`src/rtl/byte_stage_fifo_pkg.sv`:
```
// Shared constants for the byte staging path; BYTE_W is also used by the bus buffer.
package byte_stage_fifo_pkg;

    localparam int unsigned BYTE_W      = 8;
    localparam int unsigned STAGE_DEPTH = 8;

    typedef logic [BYTE_W-1:0] byte_t;

endpackage

```
`src/rtl/byte_fifo_ctrl.sv`:
```
// Pointer, occupancy and status control for the byte staging FIFO.
module byte_fifo_ctrl #(
    parameter int unsigned DEPTH     = 8,
    parameter int unsigned AW        = 3,
    parameter int unsigned AFULL_LVL = 6
) (
    input  logic          i_clk,
    input  logic          i_reset,
    input  logic          i_flush,
    input  logic          i_wr_valid,
    input  logic          i_rd_ready,
    output logic          o_wr_ready,
    output logic          o_rd_valid,
    output logic          o_wr_en,
    output logic [AW-1:0] o_wr_ptr,
    output logic [AW-1:0] o_rd_ptr,
    output logic [AW:0]   o_count,
    output logic          o_afull,
    output logic          o_ovf
);

    localparam logic [AW:0]   FULL_CNT  = (AW+1)'(DEPTH);
    localparam logic [AW:0]   AFULL_CNT = (AW+1)'(AFULL_LVL);
    localparam logic [AW:0]   CNT_ONE   = (AW+1)'(1);
    localparam logic [AW-1:0] PTR_ONE   = AW'(1);

    logic [AW-1:0] r_wr_ptr;
    logic [AW-1:0] r_rd_ptr;
    logic [AW:0]   r_count;
    logic          r_ovf;

    logic w_full;
    logic w_empty;
    logic w_wr_fire;
    logic w_rd_fire;

    // Full/empty come only from the registered count, so no RD_READY -> WR_READY path.
    assign w_full    = (r_count == FULL_CNT);
    assign w_empty   = (r_count == '0);
    assign w_wr_fire = i_wr_valid && !w_full;
    assign w_rd_fire = i_rd_ready && !w_empty;

    always_ff @(posedge i_clk) begin
        if (i_reset || i_flush) begin
            r_wr_ptr <= '0;
            r_rd_ptr <= '0;
            r_count  <= '0;
            r_ovf    <= 1'b0;
        end else begin
            if (w_wr_fire)
                r_wr_ptr <= r_wr_ptr + PTR_ONE;
            if (w_rd_fire)
                r_rd_ptr <= r_rd_ptr + PTR_ONE;
            if (w_wr_fire && !w_rd_fire)
                r_count <= r_count + CNT_ONE;
            else if (w_rd_fire && !w_wr_fire)
                r_count <= r_count - CNT_ONE;
            if (i_wr_valid && w_full)
                r_ovf <= 1'b1;
        end
    end

    assign o_wr_ready = !w_full;
    assign o_rd_valid = !w_empty;
    assign o_wr_en    = w_wr_fire && !i_reset && !i_flush;
    assign o_wr_ptr   = r_wr_ptr;
    assign o_rd_ptr   = r_rd_ptr;
    assign o_count    = r_count;
    assign o_afull    = (r_count >= AFULL_CNT);
    assign o_ovf      = r_ovf;

endmodule

```
`src/rtl/byte_stage_fifo.sv`:
```
// First-word-fall-through byte FIFO staging operand bytes ahead of the bus buffer.
module byte_stage_fifo
    import byte_stage_fifo_pkg::*;
#(
    parameter int unsigned DEPTH     = STAGE_DEPTH,
    parameter int unsigned AW        = 3,
    parameter int unsigned AFULL_LVL = 6
) (
    input  logic              CLK,
    input  logic              RESET,
    input  logic              WR_VALID,
    input  logic [BYTE_W-1:0] WR_DATA,
    output logic              WR_READY,
    output logic              RD_VALID,
    output logic [BYTE_W-1:0] RD_DATA,
    input  logic              RD_READY,
    input  logic              FLUSH,
    output logic [AW:0]       COUNT,
    output logic              AFULL,
    output logic              OVF
);

    byte_t         r_mem [DEPTH];
    logic          w_wr_en;
    logic [AW-1:0] w_wr_ptr;
    logic [AW-1:0] w_rd_ptr;

    byte_fifo_ctrl #(
        .DEPTH     (DEPTH),
        .AW        (AW),
        .AFULL_LVL (AFULL_LVL)
    ) u_ctrl (
        .i_clk      (CLK),
        .i_reset    (RESET),
        .i_flush    (FLUSH),
        .i_wr_valid (WR_VALID),
        .i_rd_ready (RD_READY),
        .o_wr_ready (WR_READY),
        .o_rd_valid (RD_VALID),
        .o_wr_en    (w_wr_en),
        .o_wr_ptr   (w_wr_ptr),
        .o_rd_ptr   (w_rd_ptr),
        .o_count    (COUNT),
        .o_afull    (AFULL),
        .o_ovf      (OVF)
    );

    always_ff @(posedge CLK) begin
        if (w_wr_en)
            r_mem[w_wr_ptr] <= WR_DATA;
    end

    // Empty forces zero so a drained FIFO never exposes a stale head byte.
    always_comb begin
        RD_DATA = '0;
        if (RD_VALID)
            RD_DATA = r_mem[w_rd_ptr];
    end

endmodule

```
`config.mk`:
```
export PLATFORM = sky130hd
export DESIGN_NAME = byte_stage_fifo
export DESIGN_NICKNAME = d
export VERILOG_FILES = /design/src/rtl/byte_stage_fifo_pkg.sv /design/src/rtl/byte_fifo_ctrl.sv /design/src/rtl/byte_stage_fifo.sv
export SDC_FILE = /design/constraint.sdc
export NUM_CORES = 1
export LEC_CHECK = 0
export BUFFER_PORTS_ARGS = -buffer_cell sky130_fd_sc_hd__buf_2
export CAP_MARGIN = 20
export CORE_MARGIN = 1
export CORE_UTILIZATION = 61
export CTS_BUF_LIST = sky130_fd_sc_hd__clkbuf_8
export DETAILED_ROUTE_END_ITERATION = 12
export MAX_ROUTING_LAYER = met4
export PLACE_DENSITY = 0.82
export SLEW_MARGIN = 0
export SYNTH_ARGS = -nofsm -noshare
export SYNTH_HDL_FRONTEND = slang
export SYNTH_SLANG_ARGS = --single-unit
```
`constraint.sdc`:
```
create_clock -name CLK -period 3.5 [get_ports CLK]
set_input_delay 0.7 -clock CLK [delete_from_list [all_inputs] [get_ports CLK]]
set_output_delay 0.7 -clock CLK [all_outputs]
set_load 0.005 [all_outputs]
```
# Yosys cells after proc, flatten, opt, wreduce, memory -nomap -nowiden
# Memories as Yosys holds them, arrays and structs flattened. A register that Yosys moved wholly into a read port is not among the register bits.
# Cells that the tools add are included.
[totals]
output_inout_bits = 16
ram_bits = 64
wordCells = 34
register_bits = 11
inputBits = 13
memories = 1
[op_classes]
reduce_logical = 16
mux = 7
magnitude_cmp = 1
eq_ne = 1
addsub = 4
[mem_list]
columns = ["memory", "depth", "width", "read_ports", "rd_clocked_by_memory_dff", "write_ports", "line_no", "text"]
rows = [
  ["r_mem", 8, 8, 1, 1, 1, "byte_stage_fifo.sv:23", "byte_t r_mem [DEPTH];"],
]
[op_table]
columns = ["op", "count"]
rows = [
  ["2-to-1 mux 4 bit", 2],
  ["2-to-1 mux 8 bit", 1],
  ["logical AND 1 bit", 7],
  ["adder 3 x 1 -> 3 bit (second input constant)", 2],
  ["zero test 1 bit", 6],
  ["2-to-1 mux 3 bit", 2],
  ["adder 4 x 1 -> 4 bit (second input constant)", 1],
  ["== test 4 bit (second input constant)", 1],
  ["greater-or-equal comparator 4 x 3 -> 1 bit (second input constant)", 1],
  ["zero test 4 bit", 1],
  ["subtractor 4 x 1 -> 4 bit (second input constant)", 1],
  ["2-to-1 mux 1 bit", 2],
  ["nonzero test 2 bit", 1],
  ["logical OR 1 bit", 1],
]

# Depth between registers and ports, before layout
# Gate-level depths: netlist of the first run.
[logic_depth]
ltp_word = 7
ltp_mapped = 11
depth_no_buf = 10

# Cells and area by module
# Synthesis of the first run repeated with hierarchy kept, for this count alone.
[hier_totals]
hier_cells = 182
area_unflattened_um2 = 3133.0
[by_module_without_submodules]
columns = ["module", "cells_per_inst", "n_inst", "area_per_inst_um2", "seq_area_each_um2"]
rows = [
  ["byte_stage_fifo", 115, 1, 2533.7, 1921.8],
  ["byte_fifo_ctrl", 67, 1, 599.3, 220.2],
]

# Least setup slack after synthesis of the first run
# Ideal clock, no wire load.
[synth_timing]
path_type = "reg-to-reg"
startpoint = "register u_ctrl.r_count[0] (netlist: u_ctrl.o_count[0])"
endpoint = "register u_ctrl.r_count[3] (netlist: u_ctrl.o_count[3])"
path_stages_with_launch = 12
t_required_ns = 3.384
synth_period_minus_slack_ns = 2.444
n_path_buf = 1
slack_ns = 1.056
arrival_ns = 2.328
path_cell_list = "dfxtp_1 -> or4b_1 -> buf_6 -> nand2_4 -> inv_1 -> ha_1 -> inv_1 -> ha_1 -> a21oi_1 -> a211o_1 -> a211oi_1 -> a31o_2"
[synth_between]
elab_chain_cells = 6
[synth_lines]
columns = ["item", "line_no", "text"]
rows = [
  ["start: declaration", "byte_fifo_ctrl.sv:29", "logic [AW:0] r_count;"],
  ["start signal: assignment", "byte_fifo_ctrl.sv:55", "r_count <= r_count + CNT_ONE;"],
  ["start signal: assignment", "byte_fifo_ctrl.sv:57", "r_count <= r_count - CNT_ONE;"],
  ["== test 4 bit *", "byte_fifo_ctrl.sv:38", "assign w_full = (r_count == FULL_CNT);"],
  ["zero test 1 bit *", "n/a", ""],
  ["net WR_READY", "byte_stage_fifo.sv:13", "output logic WR_READY,"],
  ["logical AND 1 bit *", "byte_fifo_ctrl.sv:40", "assign w_wr_fire = i_wr_valid && !w_full;"],
  ["net u_ctrl.w_wr_fire", "byte_fifo_ctrl.sv:34", "logic w_wr_fire;"],
  ["zero test 1 bit", "byte_fifo_ctrl.sv:56", "else if (w_rd_fire && !w_wr_fire)"],
  ["logical AND 1 bit", "byte_fifo_ctrl.sv:56", ""],
  ["nonzero test 2 bit (no line)", "n/a", ""],
]
# Mark *: on every way through the listed nets, which the timed path passes. The rest lies on a longest branch. The select of a mux whose other input is x is not followed.
# A chain may end at the register's enable or synchronous reset.

# Worst setup path in the final report of the first run
[layout_timing]
startpoint = "register u_ctrl.r_count[0] (netlist: u_ctrl.o_count[0])"
endpoint = "register u_ctrl.r_count[3] (netlist: u_ctrl.o_count[3])"
[layout_between]
elab_chain_cells = 6
[layout_lines]
columns = ["item"]
rows = [
  ["parallel branches: the longest is 6 deep, another holds subtractor 4 x 1 -> 4 bit"],
]
# Parallel ways; which one is timed is not known. The select of a mux whose other input is x is not followed.

==> run summary, run 1 <==
Arr. time, crit path - 3060 ps
Slowest stage delay, CP - 660 ps
WL per Instance - 18.5 um
# IOs - 29
Synth area leader - edfxtp_1
Routed wire length - 5420 um
Post-synthesis compound-gate area fraction - 1.67%
Longest Clk Path Bufs - 2
Mux share of post-synthesis cell area - 14.3%
Share of layout cells above drive strength 1 - 31.4%
GRT Residual Overflow - 0
Most common cell after layout, fill and taps aside - edfxtp_1
DR vias - 1,652
# nets final - 240
Pre-Repair DR Iteration Count - 4
Max layer used - met4
IO buf count - 28
Initial antenna violation count - 0
Setup-failing EPs final - 0
Hold Crit Class - flop to flop
Max cap viols - 0
CTS resizes - 0
Req. time, crit path - 3790 ps
Post-route cell area - 3580 um2
Slew headroom - 38.8%
Finished Layout Cells - 293
Area delta synth->final - 13.8%
DP Area - 3370 um2
Metal-1 WL - 2060 um
Number of synthesized register bits - 78
Maximum fanout along the worst path - 9
Clock-pin transition on the worst setup and hold timing paths - 80 ps
Die height - 73.8 um
Via count of the first global-routing pass - 1,741
H-tree depth - 3
Post-Syn Nets - 203
CTS sink cnt - 78
Num rows - 25
Largest family of logic cells by synthesized area - multiplexers
Core box area - 4850 um2
Yosys warns - 0
Post-synth cell types - 31
Sequence of cells on the critical path - nor4_4 -> inv_2 -> nand2_1 -> ha_1 -> inv_1 -> ha_1 -> a21oi_1 -> a211o_1 -> a211oi_1 -> a31o_2
Highest clock rate - 361 MHz
WS Path Type - flop to flop
Commonest cells after routing, fill and taps aside - edfxtp_1, nor2_1, buf_2
Skew-Pair Late Insertion Delay - 340 ps
Post-CTS setup buffer count - 0
Minimum clock period - 2770 ps
First-pass GRT wire length - 8530 um
Top cells by area, synth - edfxtp_1, mux4_2, dfxtp_1
Clk_skew - 8.64 ps
Met3 WL post-DR - 259 um
Post-Synth Simple-Gate Area - 7.79%
Vias per cell - 5.64
Synth top area share - 61.0%
Tcrit/Tclk final - 79.0%
Die ar. - 5450 um2
Slowest-stage cell, CP - nor4_4
CTS buffer count - 9
Avg Cell Area, Syn - 17.1 um2
Post-DP HPWL - 3600 um
Sequential fraction of the synthesis area - 70.0%
Fin. max-slew vios - 0
Antenna cell count - 0
Worst Tran Pin Value - 914 ps
FILL cells - 306
Initial DRC Count - 142
Hold-fix buffers at CTS - 0
VDD IR max - 362 uV
Cell area after synthesis - 3150 um2
RSZ-0062 raised after global routing - false
XOR/XNOR Fraction of Synth Area - 1.67%
Pwr/cell area - 555 nW/um2
Synth Instances - 184
Clock root buffer - clkbuf_8
Fin. Hold Viols - 0
Wire length on met2 - 3040 um
Startpoint Class - flop
Adder-cell share of the synthesized area - 2.62%
Leakage - 0.00125 uW
Initial Util - 64.9%
TritonCTS clock tree - yes
Number of remaining DRC errors - 0
Worst path most repeated cell - ha_1
Placer congestion estimate - 0.679
Setup TNS Final - 0 ps
Total track usage - 24.2%
ANT nets after route - 0
Largest net degree at the start of global routing - 17
Power Total - 1990 uW
CP endpoint kind - flop
Status - complete, no violations
Placed cells - 277
Die Span X - 73.8 um
## layer usage
layer / vias to the layer above / global-route usage, %
met3: 6 / 7.82
met2: 46 / 40.6
li1: 776 / -
met5: - / -
met4: 0 / 9.83
met1: 824 / 26.8
## cell type report
cell class | count | area, um2 | share of cell area [%]
timing repair buffer | 34 | 185 | 5.17
clock buffer | 9 | 124 | 3.46
tap | 67 | 83.8 | 2.34
inverter | 4 | 15.0 | 0.419
clock inverter | 7 | 90.1 | 2.51
multi-input combinational | 94 | 883 | 24.7
sequential | 78 | 2200 | 61.5
## sequential cells by signal, indices dropped and copies added, names as in the netlist, named ones only
register and count:
r_mem 64, u_ctrl.o_count 4, u_ctrl.o_ovf 1, u_ctrl.o_rd_ptr 3
u_ctrl.o_wr_ptr 3
## logic make-up (layout without fill, tap and decap cells)
group,Yosys count,count (layout)
AOI/OAI and AO/OA,8,8
muxes,25,25
DFF,78,78
and+or+nand+nor,49,49
adders and majority gates,6,6
xor gates and xnor gates,6,6
buffers and inverters,12,54
## synth_stat cells
| library cell | n |
|---|---|
| a211o_1 | 1 |
| a211oi_1 | 1 |
| a21o_1 | 1 |
| a21oi_1 | 4 |
| a31o_2 | 1 |
| and2_1 | 1 |
| buf_1 | 1 |
| buf_2 | 2 |
| buf_6 | 2 |
| clkbuf_1 | 3 |
| dfxtp_1 | 14 |
| edfxtp_1 | 64 |
| fa_1 | 1 |
| ha_1 | 5 |
| inv_1 | 3 |
| inv_2 | 1 |
| mux2i_1 | 9 |
| mux4_2 | 16 |
| nand2_1 | 4 |
| nand2_4 | 1 |
| nand2b_1 | 2 |
| nand3_1 | 6 |
| nand4_1 | 1 |
| nor2_1 | 28 |
| nor3_1 | 2 |
| nor4_4 | 1 |
| or2_2 | 1 |
| or3_4 | 1 |
| or4b_1 | 1 |
| xnor2_1 | 1 |
| xor2_1 | 5 |
## power breakdown
group          leakage (uW)  switching (uW)  internal, uW
Combinational      0.000453             133           112
Sequential         0.000690            21.3          1020
Clock              0.000110             307           397
## worst max-delay path: cells and delay by family (launching register included)
kind / cells / cell delay [ps]
flops: 1 / 400
fa+ha+maj: 2 / 530
simple gates: 2 / 820
buf+inv: 2 / 210
compound gates: 4 / 740
## path summary, 6_finish.rpt
path / cells after the start / from / endpoint / slack [ps]
setup / recovery: 10 / u_ctrl.o_count[0]$_SDFFE_PP0P_ / u_ctrl.o_count[3]$_SDFFE_PP0P_ / 730
hold / removal: 2 / u_ctrl.o_ovf$_SDFFE_PP0P_ / u_ctrl.o_ovf$_SDFFE_PP0P_ / 490
setup reg to reg: 10 / u_ctrl.o_count[0]$_SDFFE_PP0P_ / u_ctrl.o_count[3]$_SDFFE_PP0P_ / 730
hold reg to reg: 2 / u_ctrl.o_ovf$_SDFFE_PP0P_ / u_ctrl.o_ovf$_SDFFE_PP0P_ / 490
## stage by stage
step	utilization (%)	hold WS (ps)	setup WS, ps
after floorplan	-	454	1060
after global placement	69.5	457	881
after detailed placement	69.5	470	742
after CTS	73.9	495	714
after global routing	73.9	553	557
final	73.9	487	733
Power figures use the tool's default switching activity.
==> run 2, diff against run 1 <==
Settings changed: CORE_UTILIZATION 61 to 55, PLACE_DENSITY 0.82 to 0.78.
Clock period 3.5 ns to 2.25 ns, I/O delays scaled along.
==> run summary, run 2 (synthesized netlist as in run 1, its figures left out) <==
# nets final - 250 (+4.2%)
RSZ-0062 raised after global routing - true
Placed cells - 290 (+4.7%)
Dpl ws - -2.12 ps (-744 ps)
WS Path Type - flop to primary output
Highest clock rate - 448 MHz
Hold Crit Depth - 1 (-1)
Area delta synth->final - 20.1%
CTS buffer count - 9 (unchanged)
Startpoint Class - flop
Num rows - 27 (+8.0%)
Pre-Repair DR Iteration Count - 4 (unchanged)
Final worst slack - 18.0 ps (-715 ps)
Finished Layout Cells - 308 (+5.1%)
Reg-to-Reg Start - u_ctrl.o_count[3]$_SDFFE_PP0P_
Setup TNS Final - 0 ps (unchanged)
Die height - 77.7 um (+5.2%)
Fin. Hold Viols - 0 (unchanged)
FILL cells - 352 (+15%)
Initial Util - 57.2% (-7.8 points)
Via count of the first global-routing pass - 1,750 (+0.52%)
VDD IR max - 441 uV (+22%)
Pwr/cell area - 855 nW/um2 (+54%)
Share of layout cells above drive strength 1 - 40.7% (+9.3 points)
Maximum fanout along the worst path - 8 (-1)
Worst Tran Pin Value - 906 ps (-8.75 ps)
Max cap viols - 0 (unchanged)
H-tree depth - 3 (unchanged)
CP endpoint kind - primary output
Fin. max-slew vios - 0 (unchanged)
Hold Crit Class - input port to flop
WL per Instance - 19.3 um (+4.1%)
CTS sink cnt - 78 (unchanged)
Worst r2r dst - u_ctrl.o_count[3]$_SDFFE_PP0P_
Number of remaining DRC errors - 0 (unchanged)
Setup-failing EPs final - 0 (unchanged)
Antenna cell count - 0 (unchanged)
# IOs - 29 (unchanged)
IO buf count - 28 (unchanged)
Largest net degree at the start of global routing - 17 (unchanged)
Hold_sp - WR_DATA[2]
FF-to-FF path depth - 10 (unchanged)
Vias per cell - 5.51 (-2.2%)
Arr. time, crit path - 1780 ps (-1280 ps)
Total track usage - 22.6% (-1.6 points)
Tcrit/Tclk final - 99.2%
Core box area - 5510 um2 (+14%)
Slew headroom - 39.4% (+0.59 points)
Hold Crit Endpoint - r_mem[1][2]$_DFFE_PP_
Die Span X - 77.7 um (+5.2%)
Flop-to-flop setup slack - 60 ps (-670 ps)
Post-DP HPWL - 3680 um (+2.0%)
Leakage - 0.00131 uW (+4.8%)
Placer congestion estimate - 0.733 (+7.9%)
Minimum clock period - 2230 ps
Hold_ws - 380 ps (-106 ps)
Clock root buffer - clkbuf_8
Clock-pin transition on the worst setup and hold timing paths - 80 ps (about the same)
Commonest cells after routing, fill and taps aside - edfxtp_1, nor2_1, buf_2
Longest Clk Path Bufs - 2 (unchanged)
Routed wire length - 5940 um (+9.4%)
DR vias - 1,698 (+2.8%)
Initial DRC Count - 75 (-47%)
Largest register FFs - 64 (unchanged)
Skew-Pair Late Insertion Delay - 340 ps (about the same)
Initial antenna violation count - 0 (unchanged)
Most common cell after layout, fill and taps aside - edfxtp_1
Die ar. - 6030 um2 (+11%)
Clk_skew - 9.96 ps (+1.32 ps)
ANT nets after route - 0 (unchanged)
Status - complete, no violations
TritonCTS clock tree - yes
Req. time, crit path - 1800 ps (-1990 ps)
Biggest register - r_mem
GRT Residual Overflow - 0 (unchanged)
First-pass GRT wire length - 9370 um (+9.9%)
==> run 2: power breakdown <==
group / internal [uW] / total [uW] / switching, uW / leakage (uW)
Combinational: 258 / 519 / 261 / 0.000518
Sequential: 1590 / 1610 / 23.7 / 0.000693
Clock: 616 / 1100 / 489 / 0.000103
==> run 2: final cells by class <==
class / instances / area [um2] / area share (%)
clock inverter: 7 / 88.8 / 2.35
inverter: 4 / 17.5 / 0.463
tap: 72 / 90.1 / 2.38
clock buffer: 9 / 124 / 3.28
timing repair buffer: 44 / 293 / 7.75
sequential: 78 / 2210 / 58.6
multi-input combinational: 94 / 952 / 25.2
==> run 2: metrics by stage <==
stage | util [%] | instance area [um2] | power [uW]
4_1_cts | 68.1 | 3750 | 3230
6_report | 68.6 | 3780 | 3230
3_3_place_gp | 63.5 | 3500 | 2100
2_1_floorplan | - | 3200 | 1930
3_5_place_dp | 63.5 | 3500 | 2120
5_1_grt | 68.6 | 3780 | 3350
==> run 2: per-layer routing <==
layer  track usage, %  vias up  share of wire [%]
met2             35.3       57                 51
met5                -        -                  0
met1             29.0      830                 42
met3             4.00       12                4.9
met4             10.8        0                2.2
li1                 -      799                  -
==> run 2: worst max path at each step <==
stage,cells past startpoint,slack (ps),to,startpoint
2_1_floorplan,11,-20,u_ctrl.o_count[3]$_SDFFE_PP0P_,u_ctrl.o_count[1]$_SDFFE_PP0P_
3_5_place_dp,10,-2,u_ctrl.o_count[3]$_SDFFE_PP0P_,u_ctrl.o_count[1]$_SDFFE_PP0P_
5_1_grt,5,-30,RD_DATA[7],flop
3_3_place_gp,10,50,u_ctrl.o_count[3]$_SDFFE_PP0P_,u_ctrl.o_count[1]$_SDFFE_PP0P_
4_1_cts,5,-20,RD_DATA[7],flop
6_report,5,20,RD_DATA[7],flop
==> run 2: worst max-delay path: stages (launching register included) <==
cell and delay, ps:
dfxtp_4 400, buf_12 150, mux4_2 520, mux2i_2 200
nor2_1 60, buf_2 120
==> run 2: timing repair <==
action | 4_1_cts | 5_1_grt
gates cloned | 1 | 0
setup endpoints to repair | 2 | 2
buffers inserted | 0 | 1
resized for setup | 5 | 4
hold buffers | 0 | 0
endpoints found under the hold margin | 0 | 0
pin swaps | 0 | 4
==> run 3, diff against run 2 <==
Settings changed: RECOVER_POWER set to 25.
==> run summary, run 3 (synthesized netlist as in run 1, its figures left out) <==
Status - complete, no violations
WL per Instance - 19.1 um (-0.69%)
Longest Clk Path Bufs - 2 (unchanged)
Area delta synth->final - 19.8%
Routed wire length - 5890 um (-0.69%)
Core box area - 5510 um2 (unchanged)
CTS buffer count - 9 (unchanged)
Req. time, crit path - 1800 ps (about the same)
TritonCTS clock tree - yes
Max cap viols - 0 (unchanged)
GRT Residual Overflow - 0 (unchanged)
DR vias - 1,694 (-0.24%)
Via count of the first global-routing pass - 1,750 (unchanged)
VDD IR max - 440 uV (-0.19%)
Finished Layout Cells - 308 (unchanged)
Die ar. - 6030 um2 (unchanged)
Largest net degree at the start of global routing - 17 (unchanged)
Num rows - 27 (unchanged)
Placer congestion estimate - 0.733 (unchanged)
Most common cell after layout, fill and taps aside - edfxtp_1
Setup TNS Final - 0 ps (unchanged)
Biggest register - r_mem
Initial Util - 57.2% (unchanged)
Initial antenna violation count - 0 (unchanged)
Number of remaining DRC errors - 0 (unchanged)
Worst Tran Pin Value - 914 ps (+8.28 ps)
Clk_skew - 8.66 ps (-1.30 ps)
CP endpoint kind - primary output
Maximum fanout along the worst path - 8 (unchanged)
Die height - 77.7 um (unchanged)
RSZ-0062 raised after global routing - true
ANT nets after route - 0 (unchanged)
Met3 WL post-DR - 378 um (+30%)
Fin. Hold Viols - 0 (unchanged)
Final Core Density - 68.5% (-0.18 points)
# nets final - 250 (unchanged)
Skew-Pair Late Insertion Delay - 340 ps (about the same)
Hold Crit Class - input port to flop
Pwr/cell area - 855 nW/um2 (about the same)
IO buf count - 28 (unchanged)
Die Span X - 77.7 um (unchanged)
First-pass GRT wire length - 9370 um (unchanged)
Max layer used - met4
Commonest cells after routing, fill and taps aside - edfxtp_1, nor2_1, buf_2
CTS sink cnt - 78 (unchanged)
Placed cells - 290 (unchanged)
Largest register FFs - 64 (unchanged)
Leakage - 0.00129 uW (-1.7%)
Highest clock rate - 448 MHz (-0.11%)
Slew headroom - 38.9% (-0.55 points)
Startpoint Class - flop
# IOs - 29 (unchanged)
Hold_ws - 427 ps (+46.4 ps)
Clock-pin transition on the worst setup and hold timing paths - 80 ps (about the same)
H-tree depth - 3 (unchanged)
Setup-failing EPs final - 0 (unchanged)
Minimum clock period - 2230 ps (+2.45 ps)
Fin. max-slew vios - 0 (unchanged)
Tcrit/Tclk final - 99.3% (+0.11 points)
Vias per cell - 5.50 (-0.24%)
WS Path Type - flop to primary output
Pre-Repair DR Iteration Count - 4 (unchanged)
Antenna cell count - 0 (unchanged)
Initial DRC Count - 107 (+43%)
Wire length on met2 - 3010 um (-0.63%)
Post-DP HPWL - 3680 um (unchanged)
Total track usage - 22.6% (unchanged)
Clock root buffer - clkbuf_8
Arr. time, crit path - 1780 ps (about the same)
Metal-1 WL - 2380 um (-4.0%)
Share of layout cells above drive strength 1 - 37.3% (-3.4 points)
-- run 3: cell types whose count changed in the layout (fill, tap and decap cells not counted) --
cell	previous run	this run
buf_2	28	20
clkbuf_1	0	8
-- run 3: metrics by stage --
stage | setup slack, ps | instance area (um2) | total power [uW]
global route | -27.1 | 3770 | 3340
detailed placement | -2.12 | 3500 | 2120
CTS | -22.6 | 3750 | 3230
floorplan | -22.0 | 3200 | 1930
finish | 15.6 | 3770 | 3220
global placement | 53.1 | 3500 | 2100
-- run 3: per-layer routing --
metal / track usage [%] / up-vias
met3: 4.00 / 13
met5: - / -
met4: 10.8 / 0
li1: - / 797
met2: 35.3 / 58
met1: 29.0 / 826
-- run 3: timing repair --
| item | 4_1_cts | 5_1_grt |
|---|---|---|
| pin swaps | 0 | 4 |
| cloned | 1 | 0 |
| setup buffers | 0 | 1 |
| hold endpoints to repair | 0 | 0 |
| hold buffers | 0 | 0 |
| setup endpoints to repair | 2 | 2 |
| resized for setup | 5 | 4 |
-- run 3: cell type report --
cell class                      instances  area, um2
Multi-Input combinational cell         94        952
Tap cell                               72       90.1
Inverter                                4       17.5
Timing Repair Buffer                   44        283
Sequential cell                        78       2210
Clock buffer                            9        124
Fill cell                             357       1740
Clock inverter                          7       88.8
-- run 3: path summary, 6_finish.rpt --
kind / startpoint / endpoint / slack (ps) / cells past startpoint
setup reg to reg: u_ctrl.o_count[0]$_SDFFE_PP0P_ / u_ctrl.o_count[3]$_SDFFE_PP0P_ / 70 / 10
hold reg to reg: u_ctrl.o_ovf$_SDFFE_PP0P_ / u_ctrl.o_ovf$_SDFFE_PP0P_ / 480 / 2
hold / removal: RD_READY / u_ctrl.o_rd_ptr[1]$_SDFFE_PP0P_ / 430 / 3
setup / recovery: flop / RD_DATA[7] / 20 / 5
-- run 3: critical path, cell delays in order (launching register included) --
cell	delay (ps)
dfxtp_4	400
buf_12	150
mux4_2	520
mux2i_2	200
nor2_1	60
buf_2	120
-- run 3: where the power goes --
group | total (uW) | internal, uW | switching, uW | leakage, uW
Sequential | 1610 | 1590 | 23.7 | 0.000693
Combinational | 515 | 256 | 259 | 0.000496
Clock | 1100 | 616 | 484 | 0.000103
Total | 3220 | 2460 | 767 | 0.00129
